--- config.mk ---
export PLATFORM = sky130hd
export DESIGN_NAME = pc_sequencer_flat
export DESIGN_NICKNAME = d
export VERILOG_FILES = /design/src/rtl/kgp_ctrl_pkg.sv /design/src/rtl/pc_sequencer_if.sv /design/src/rtl/seq_wait_timer.sv /design/src/rtl/pc_sequencer.sv /design/src/flat_wrapper.sv
export SDC_FILE = /design/constraint.sdc
export NUM_CORES = 1
export LEC_CHECK = 0
export CAP_MARGIN = 20
export CORE_MARGIN = 4
export CORE_UTILIZATION = 52
export CTS_CLUSTER_DIAMETER = 200
export DETAILED_ROUTE_END_ITERATION = 8
export PLACE_DENSITY = 0.79
export SLEW_MARGIN = 30
export SYNTH_ARGS = -nofsm -noshare
export SYNTH_HDL_FRONTEND = slang
export SYNTH_SLANG_ARGS = --single-unit
--- constraint.sdc ---
create_clock -name clk -period 2.96 [get_ports clk]
set_input_delay 0.296 -clock clk [delete_from_list [all_inputs] [get_ports clk]]
set_output_delay 0.296 -clock clk [all_outputs]
set_load 0.05 [all_outputs]
--- src/rtl/kgp_ctrl_pkg.sv ---
// Shared control encodings for the PC sequencer: instruction classes, PC select codes,
// FSM states and the registered control-output bundle.
package kgp_ctrl_pkg;

   localparam int unsigned CLASS_W  = 3;
   localparam int unsigned PC_SRC_W = 2;
   localparam int unsigned STATE_W  = 3;

   typedef enum logic [CLASS_W-1:0] {
      IC_ALU     = 3'd0,
      IC_LOAD    = 3'd1,
      IC_STORE   = 3'd2,
      IC_BRANCH  = 3'd3,
      IC_JUMP    = 3'd4,
      IC_JR      = 3'd5,
      IC_HALT    = 3'd6,
      IC_ILLEGAL = 3'd7
   } instr_class_e;

   typedef enum logic [PC_SRC_W-1:0] {
      PC_INC = 2'b00,
      PC_REG = 2'b01,
      PC_BR  = 2'b10,
      PC_JMP = 2'b11
   } pc_src_e;

   typedef enum logic [STATE_W-1:0] {
      ST_FETCH  = 3'd0,
      ST_DECODE = 3'd1,
      ST_EXEC   = 3'd2,
      ST_MEM    = 3'd3,
      ST_WB     = 3'd4,
      ST_HALT   = 3'd5,
      ST_FAULT  = 3'd6
   } state_e;

   typedef struct packed {
      logic    imem_req;
      logic    ir_load;
      logic    dmem_req;
      logic    dmem_we;
      logic    reg_write;
      logic    pc_write;
      pc_src_e pc_src;
      logic    halted;
      logic    fault;
   } ctrl_out_t;

   function automatic logic is_mem_class(input instr_class_e c);
      return (c == IC_LOAD) || (c == IC_STORE);
   endfunction

endpackage

--- src/rtl/pc_sequencer_if.sv ---
// Decoder/memory/datapath-facing signal bundle of the PC sequencer.
interface pc_sequencer_if #(parameter int unsigned CNT_W = 32);
   import kgp_ctrl_pkg::*;

   logic [CLASS_W-1:0]  instr_class;
   logic                zero;
   logic                imem_ready;
   logic                dmem_ready;
   logic                resume;
   logic                imem_req;
   logic                ir_load;
   logic                dmem_req;
   logic                dmem_we;
   logic                reg_write;
   logic                pc_write;
   logic [PC_SRC_W-1:0] pc_src;
   logic                halted;
   logic                fault;
   logic [CNT_W-1:0]    retired;

   modport master (
      input  instr_class, zero, imem_ready, dmem_ready, resume,
      output imem_req, ir_load, dmem_req, dmem_we, reg_write, pc_write, pc_src,
             halted, fault, retired
   );

   modport slave (
      output instr_class, zero, imem_ready, dmem_ready, resume,
      input  imem_req, ir_load, dmem_req, dmem_we, reg_write, pc_write, pc_src,
             halted, fault, retired
   );

endinterface

--- src/rtl/seq_wait_timer.sv ---
// Memory wait-cycle counter; o_expired_c flags the TIMEOUT-th waiting cycle.
module seq_wait_timer #(
   parameter int unsigned TIMEOUT = 16
) (
   input  logic clk,
   input  logic reset,
   input  logic i_clear,
   input  logic i_count,
   output logic o_expired_c
);

   localparam int unsigned W = $clog2(TIMEOUT);
   localparam logic [W-1:0] LAST = W'(TIMEOUT - 1);

   logic [W-1:0] r_cnt;

   always_ff @(posedge clk or negedge reset) begin
      if (!reset)       r_cnt <= '0;
      else if (i_clear) r_cnt <= '0;
      else if (i_count) r_cnt <= r_cnt + W'(1);
   end

   assign o_expired_c = (r_cnt == LAST);

endmodule

--- src/rtl/pc_sequencer.sv ---
// Multi-cycle control FSM sequencing fetch, decode, execute, memory and write-back;
// every output is registered from the next-state decode.
module pc_sequencer
   import kgp_ctrl_pkg::*;
#(
   parameter int unsigned TIMEOUT = 16,
   parameter int unsigned CNT_W   = 32
) (
   input  logic           clk,
   input  logic           reset,
   pc_sequencer_if.master bus
);

   state_e           r_state, w_next;
   instr_class_e     r_class;
   ctrl_out_t        r_out, w_out;
   logic [CNT_W-1:0] r_retired;
   logic             w_count, w_clear, w_expired;

   seq_wait_timer #(.TIMEOUT(TIMEOUT)) u_timer (
      .clk        (clk),
      .reset      (reset),
      .i_clear    (w_clear),
      .i_count    (w_count),
      .o_expired_c(w_expired)
   );

   assign w_clear = (w_next != r_state);

   always_comb begin
      w_next  = r_state;
      w_out   = '0;
      w_count = 1'b0;
      case (r_state)
         // Right after reset imem_req is still low, so ready is not yet accepted.
         ST_FETCH: begin
            if (r_out.imem_req) begin
               if (bus.imem_ready)  w_next  = ST_DECODE;
               else if (w_expired)  w_next  = ST_FAULT;
               else                 w_count = 1'b1;
            end
         end
         ST_DECODE: begin
            case (instr_class_e'(bus.instr_class))
               IC_HALT:    w_next = ST_HALT;
               IC_ILLEGAL: w_next = ST_FAULT;
               default:    w_next = ST_EXEC;
            endcase
         end
         ST_EXEC: begin
            if (r_class == IC_ALU)           w_next = ST_WB;
            else if (is_mem_class(r_class))  w_next = ST_MEM;
            else begin
               w_next         = ST_FETCH;
               w_out.pc_write = 1'b1;
               case (r_class)
                  IC_BRANCH: w_out.pc_src = bus.zero ? PC_BR : PC_INC;
                  IC_JUMP:   w_out.pc_src = PC_JMP;
                  IC_JR:     w_out.pc_src = PC_REG;
                  default: begin
                     w_next         = ST_FAULT;
                     w_out.pc_write = 1'b0;
                  end
               endcase
            end
         end
         ST_MEM: begin
            if (bus.dmem_ready) begin
               if (r_class == IC_STORE) begin
                  w_next         = ST_FETCH;
                  w_out.pc_write = 1'b1;
               end else begin
                  w_next = ST_WB;
               end
            end else if (w_expired) begin
               w_next = ST_FAULT;
            end else begin
               w_count = 1'b1;
            end
         end
         ST_WB:   w_next = ST_FETCH;
         ST_HALT: if (bus.resume) w_next = ST_FETCH;
         default: w_next = ST_FAULT;
      endcase

      // Moore decode of the state being entered
      w_out.imem_req  = (w_next == ST_FETCH);
      w_out.ir_load   = (w_next == ST_DECODE);
      w_out.dmem_req  = (w_next == ST_MEM);
      w_out.dmem_we   = (w_next == ST_MEM) && (r_class == IC_STORE);
      w_out.reg_write = (w_next == ST_WB);
      w_out.pc_write  = w_out.pc_write | (w_next == ST_WB);
      w_out.halted    = (w_next == ST_HALT);
      w_out.fault     = (w_next == ST_FAULT);
   end

   always_ff @(posedge clk or negedge reset) begin
      if (!reset) begin
         r_state   <= ST_FETCH;
         r_class   <= IC_ALU;
         r_out     <= '0;
         r_retired <= '0;
      end else begin
         r_state <= w_next;
         r_out   <= w_out;
         if (r_state == ST_DECODE) r_class <= instr_class_e'(bus.instr_class);
         if (w_out.pc_write)       r_retired <= r_retired + CNT_W'(1);
      end
   end

   assign bus.imem_req  = r_out.imem_req;
   assign bus.ir_load   = r_out.ir_load;
   assign bus.dmem_req  = r_out.dmem_req;
   assign bus.dmem_we   = r_out.dmem_we;
   assign bus.reg_write = r_out.reg_write;
   assign bus.pc_write  = r_out.pc_write;
   assign bus.pc_src    = r_out.pc_src;
   assign bus.halted    = r_out.halted;
   assign bus.fault     = r_out.fault;
   assign bus.retired   = r_retired;

endmodule

--- src/flat_wrapper.sv ---
// flat-port wrapper written by rule: the top's interface ports become plain ports
module pc_sequencer_flat import kgp_ctrl_pkg::*;
#(
   parameter int unsigned TIMEOUT = 16,
   parameter int unsigned CNT_W   = 32
)
  (clk, reset, bus_instr_class, bus_zero, bus_imem_ready, bus_dmem_ready, bus_resume, bus_imem_req, bus_ir_load, bus_dmem_req, bus_dmem_we, bus_reg_write, bus_pc_write, bus_pc_src, bus_halted, bus_fault, bus_retired);
  pc_sequencer_if #(.CNT_W(CNT_W)) bus_i ();
  input  logic clk;
  input  logic reset;
  input wire logic [$bits(bus_i.instr_class)-1:0] bus_instr_class;
  input wire logic [$bits(bus_i.zero)-1:0] bus_zero;
  input wire logic [$bits(bus_i.imem_ready)-1:0] bus_imem_ready;
  input wire logic [$bits(bus_i.dmem_ready)-1:0] bus_dmem_ready;
  input wire logic [$bits(bus_i.resume)-1:0] bus_resume;
  output wire logic [$bits(bus_i.imem_req)-1:0] bus_imem_req;
  output wire logic [$bits(bus_i.ir_load)-1:0] bus_ir_load;
  output wire logic [$bits(bus_i.dmem_req)-1:0] bus_dmem_req;
  output wire logic [$bits(bus_i.dmem_we)-1:0] bus_dmem_we;
  output wire logic [$bits(bus_i.reg_write)-1:0] bus_reg_write;
  output wire logic [$bits(bus_i.pc_write)-1:0] bus_pc_write;
  output wire logic [$bits(bus_i.pc_src)-1:0] bus_pc_src;
  output wire logic [$bits(bus_i.halted)-1:0] bus_halted;
  output wire logic [$bits(bus_i.fault)-1:0] bus_fault;
  output wire logic [$bits(bus_i.retired)-1:0] bus_retired;
  assign bus_i.instr_class = bus_instr_class;
  assign bus_i.zero = bus_zero;
  assign bus_i.imem_ready = bus_imem_ready;
  assign bus_i.dmem_ready = bus_dmem_ready;
  assign bus_i.resume = bus_resume;
  assign bus_imem_req = bus_i.imem_req;
  assign bus_ir_load = bus_i.ir_load;
  assign bus_dmem_req = bus_i.dmem_req;
  assign bus_dmem_we = bus_i.dmem_we;
  assign bus_reg_write = bus_i.reg_write;
  assign bus_pc_write = bus_i.pc_write;
  assign bus_pc_src = bus_i.pc_src;
  assign bus_halted = bus_i.halted;
  assign bus_fault = bus_i.fault;
  assign bus_retired = bus_i.retired;
  pc_sequencer #(.TIMEOUT(TIMEOUT), .CNT_W(CNT_W)) u_core (.clk(clk), .reset(reset), .bus(bus_i));
endmodule
Word-level counts from Yosys, hierarchy flattened. Index checks and enable logic that the tools add are counted. Widths: inputs -> output; s select.

Register bits after elaboration: 52. Latch bits: 0. Bits in writable memories: 0. ROM bits: 0. Bits of input ports: 9. Output and inout port bits: 42. Word-level logic and storage cells: 69. Memories: 0.

$add $sub $neg: 2. $mul: 0. Divide/modulo/power cells: 0. Magnitude comparators: 0. Eq/ne operators: 19. Shift operators: 0. Muxes and demuxes: 27. Bitwise operators: 1. Reduce and logical (&&, ||, !) cells: 7.

Operators by type and width (number): $mux 3 (11); $add 32x1->32 const B (1); $eq 3x3->1 const B (9); $pmux 3 s6 (1); $eq 3x2->1 const B (5); $eq 3x1->1 const B (3); $logic_not 3->1 (3); $mux 4 (2); $mux 1 (7); $pmux 2 s3 (1); $pmux 3 s2 (1); $add 4x1->4 const B (1); $eq 4x4->1 const B (1); $mux 2 (2); $pmux 1 s2 (2); $ne 3x3->1 (1); $reduce_or 3->1 (1); $reduce_bool 2->1 (1); $logic_and 1x1->1 (1); $logic_or 1x1->1 (1); $or 1x1->1 (1).

Depth between registers and ports, before layout.
Depth in word-level cells: 8. Gate-level depth with buffers: 9. Depth with buffers taken out: 7.

Cells and area by module. A second synthesis with hierarchy kept.

Cell total of the unflattened synthesis: 236. Area total of the unflattened synthesis: 2551.2 µm².

By module, submodules not included: pc_sequencer (instances 1, cells each 219, area each 2352.3 µm², seq. area each 1201.2 µm²); seq_wait_timer (instances 1, cells each 17, area each 198.9 µm², seq. area each 100.1 µm²).

Least setup slack after synthesis. Ideal clock, no wire load.

Kind: register to register. From: register u_core.r_retired[0] (netlist: u_core.bus.retired[0]). To: register u_core.r_retired[20] (netlist: u_core.bus.retired[20]). Library setup time: 82 ps. Arrival: 2170 ps. Data required time: 2878 ps. Setup slack: 708 ps. Cell stages (with the launch flop): 6. Path buffers: 0. Clock period less this slack: 2252 ps. Path through: dfrtp_1 > ha_1 > nand2_1 > nor4_1 > nor4b_2 > xor2_1.

Longest elaborated chain between the ends: 1.

RTL lines: start: declaration (RTL line pc_sequencer.sv:17) `logic [CNT_W-1:0] r_retired;`; start signal: assignment (RTL line pc_sequencer.sv:107) `if (w_out.pc_write) r_retired <= r_retired + CNT_W'(1);`; $add 32x1->32 (RTL line pc_sequencer.sv:107).

No other way between the ends. A chain may end at the register's enable or synchronous reset.

Final worst setup path.
From: register u_core.r_state[0]. To: register u_core.r_retired[14] (netlist: u_core.bus.retired[14]).

Longest elaborated chain between the ends: 6. Elaborated cells between the ends (all ways): 15. Classes of those cells: eq/ne: 6; mux: 7; bitwise: 1; reduce/logical: 1.

RTL lines: start: declaration (RTL line pc_sequencer.sv:14) `state_e r_state, w_next;`; start signal: assignment (RTL line pc_sequencer.sv:104) `r_state <= w_next;`; $mux 3 (RTL line pc_sequencer.sv:39, pc_sequencer.sv:75); $mux 3 (RTL line pc_sequencer.sv:38) `if (bus.imem_ready) w_next = ST_DECODE;`; $mux 3 (RTL line pc_sequencer.sv:37) `if (r_out.imem_req) begin`; $pmux 3 s6 (RTL line pc_sequencer.sv:34) `case (r_state)`; $eq 3x3->1 (RTL line pc_sequencer.sv:92) `w_out.pc_write = w_out.pc_write | (w_next == ST_WB);`; $or 1x1->1 * (RTL line pc_sequencer.sv:92).

Mark *: on every way between the ends. The rest lies on a longest branch, timed or not.

==> results.sh <==
export IMPL_required_ps=3130
export IMPL_crit_slowest_cell="nor4_4"
export IMPL_crit_path_end_kind="flip-flop"
export IMPL_ys_warn_count=0
export IMPL_dpl_hpwl_um=4053
export IMPL_hold_path_class="in -> async"
export IMPL_drc_errors=0
export IMPL_crit_path_start="u_core.r_state[0]$_DFF_PN0_"
export IMPL_setup_viol=0
export IMPL_p_leak_nw=1.466
export IMPL_synthesis_instances=247
export IMPL_rows=26
export IMPL_hold_viol=2
export IMPL_htreeDepth=2
export IMPL_setup_tns_ps=0
export IMPL_die_h_um=80.59
export IMPL_finalMaxSlewViolations=0
export IMPL_p_int_mw=1.438
export IMPL_seq_area_frac_synth_pct=47.49
export IMPL_drtPass1Iterations=4
export IMPL_cts_setup_buffers=0
export IMPL_hold_buffers=0
export IMPL_antenna_cells=0
export IMPL_crit_chain="or4b_1 > a21o_1 > nor2b_4 > nor4_4 > buf_4 > nor4b_1 > xor2_1"
export IMPL_switchingPower_mw=1.278
export IMPL_worstPathMaxFanout=17
export IMPL_ctsResizeCount=0
export IMPL_synthArstFlopShare_pct=100.0
export IMPL_area_growth_pct=22.24
export IMPL_pwr_share_seq_pct=36.2
export IMPL_ys_types=49
export IMPL_failed_checks="hold timing"
export IMPL_vias_per_cell=5.599
export IMPL_slowest_delay_ps=850
export IMPL_dieArea_um2=6495
export IMPL_rsz0062_at_grt="false"
export IMPL_cap_violations=0
export IMPL_timing_rr_start="u_core.r_state[0]$_DFF_PN0_"
export IMPL_dr_total_vias=2055
export IMPL_antenna_found_initial=0
export IMPL_r2r_end="u_core.bus.retired[14]$_DFFE_PN0P_"
export IMPL_peakVddDrop_v=0.0005332
export IMPL_fmax_mhz=371.1
export IMPL_tightest_slew_ps=971.2
export IMPL_slew_headroom_pct=34.76
export IMPL_first_global_vias=2034
export IMPL_worst_skew_pair_late_latency_ps=300
export IMPL_track_usage_pct=18.53
export IMPL_final_cell_mix="dfrtp_1, clkdlybuf4s50_1, xor2_1, nor2_1, nor3_1"
export IMPL_first_iter_violations=89
export IMPL_ys_ff_latch=52
export IMPL_gp_congestion=0.8193
export IMPL_synthesis_area_um2=2740
export IMPL_wl_um=5547
export IMPL_ff2ff_path_depth=7
export IMPL_timing_hold_ws_ps=-2.078
export IMPL_wl_per_cell_um=15.11
export IMPL_grt_pass1_wl_um=9384
export IMPL_ant_nets=0
export IMPL_worstPathArrival_ps=2860
export IMPL_layout_commonest_cell="dfrtp_1"
export IMPL_cts_root_buffer="clkbuf_8"
export IMPL_fillers=413
export IMPL_path_delay_family="simple AND/OR/NAND/NOR gates"
export IMPL_worst_path_buf_inv=1
export IMPL_nets=308
export IMPL_setup_worst_path_end="u_core.bus.retired[14]$_DFFE_PN0P_"
export IMPL_combPwrFrac_pct=49.9
export IMPL_clkPwrFrac_pct=13.9
export IMPL_portBuffers=50
export IMPL_synthFlopType="dfrtp_1"
export IMPL_grt_max_degree=29
export IMPL_cp_depth=7
export IMPL_fin_crit_sh_pct=91.05
export IMPL_swShare_pct=47.04
export IMPL_powerDensity_nw_per_um2=810.8
export IMPL_synth_edf_count=0
export IMPL_die_width_um=80.59
export IMPL_cts_max_path_buffers=2
export IMPL_skew_ps=6.067
export IMPL_overflow=0
export IMPL_core_area_um2=5107
export IMPL_tritoncts="yes"
export IMPL_rrSetupSlack_ps=260
export IMPL_criticalPathCategory="reg -> reg"
export IMPL_drive_above_1_share_pct=13.13
export IMPL_clk_pin_slew_ps=90
export IMPL_cts_buffers=5
export IMPL_avgSynthCellArea_um2=11.09
export IMPL_critPathLaunchType="flip-flop"
export IMPL_io_pins=51
export IMPL_outcome="finished with violations"
export IMPL_start_util_pct=53.65
export IMPL_min_period_ps=2695
export IMPL_syn_num_nets=258
export IMPL_total_power_mw=2.716
export IMPL_cts_sink_count=52
-- sequential cells by signal, indices dropped and copies added, names as in the netlist --
| name | count |
|---|---|
| u_core.bus.retired | 32 |
| u_core.bus.pc_src | 2 |
| u_core.r_state | 3 |
| u_core.bus.imem_req | 1 |
| u_core.bus.dmem_we | 1 |
| u_core.r_class | 3 |
| u_core.u_timer.r_cnt | 4 |
| u_core.bus.pc_write | 1 |
| u_core.bus.fault | 1 |
| u_core.bus.dmem_req | 1 |
| u_core.bus.halted | 1 |
| u_core.bus.reg_write | 1 |
| u_core.bus.ir_load | 1 |
-- metrics by stage --
step	area, µm²	hold WS, ps	std cells	util, %	setup slack, ps
6_report	3349	-2.078	367	65.58	265.0
5_1_grt	3349	35.52	367	65.58	7.093
4_1_cts	3349	7.620	367	65.58	226.6
3_5_place_dp	3272	344.9	360	64.06	56.67
3_3_place_gp	3272	345.4	360	64.06	81.94
2_1_floorplan	2740	0.4090	247	-	707.9
-- power groups by stage --
| stage | Sequential, mW | Clock, mW | Combinational, mW |
|---|---|---|---|
| final | 0.984 | 0.376 | 1.36 |
| after global routing | 1.01 | 0.422 | 1.45 |
| after CTS | 0.982 | 0.394 | 1.36 |
| after detailed placement | 0.995 | 0 | 1.36 |
| after global placement | 0.986 | 0 | 1.33 |
| after floorplan | 1.17 | 0 | 0.949 |
-- cells by family (layout without fill, tap and decap cells) --
group,after synthesis,after routing,synth area share (%)
adders and majority gates,2,2,0.9131
buffers and inverters,19,69,4.520
xor gates and xnor gates,37,37,11.83
DFF,52,52,47.49
and+or+nand+nor,115,115,28.13
AOI/OAI and AO/OA,17,17,5.114
muxes,5,5,2.009
-- synthesized netlist by cell type (2+ instances only) --
cell      number  area share, %
nor2_1        19            2.6
mux2_2         4            1.6
ha_1           2           0.91
nor4b_2        3            1.6
nand2b_1       3           0.69
o31ai_1        2           0.55
dfrtp_1       52             47
inv_1          7           0.96
o21ai_0        5           0.91
nand4_1       10            2.3
nand3b_1       2           0.55
nand3_1       12            2.2
and4_1         3           0.96
a31oi_1        2           0.46
xor2_1        30            9.6
nor4_2        14            6.4
nor2b_1        3           0.69
buf_6          6            2.5
and3_1         2           0.46
nand2_1       12            1.6
xnor2_1        7            2.2
buf_2          3           0.55
nor3_1        16            2.9
nor3b_1        3           0.82
-- final cells by class --
cell class / count / area (µm²) / area share [%]
Clock buffer: 6 / 72.57 / 2.167
Clock inverter: 1 / 5.005 / 0.1494
Inverter: 7 / 26.28 / 0.7845
Multi-Input combinational cell: 176 / 1324 / 39.52
Sequential cell: 52 / 1301 / 38.85
Tap cell: 70 / 87.58 / 2.615
Timing Repair Buffer: 55 / 533.0 / 15.91
-- metal layers --
layer	track usage (%)	vias to the layer above	part of all wire, %
met5	0	-	0
met4	7.770	0	1.7
met3	3.475	9	4.4
met2	32.12	51	50
met1	22.43	1015	44
li1	-	980	-
-- worst min path at each step --
stage	to	from	slack [ps]	cells after the start
after floorplan	u_core.bus.dmem_req$_DFF_PN0_	reset	0.4	0
after global placement	u_core.bus.retired[17]$_DFFE_PN0P_	reset	350	1
after detailed placement	u_core.bus.retired[15]$_DFFE_PN0P_	reset	340	1
after CTS	u_core.bus.retired[26]$_DFFE_PN0P_	reset	8	1
after global routing	u_core.bus.retired[9]$_DFFE_PN0P_	reset	40	1
final	u_core.bus.retired[9]$_DFFE_PN0P_	reset	-2	1
Power figures use the tool's default switching activity.
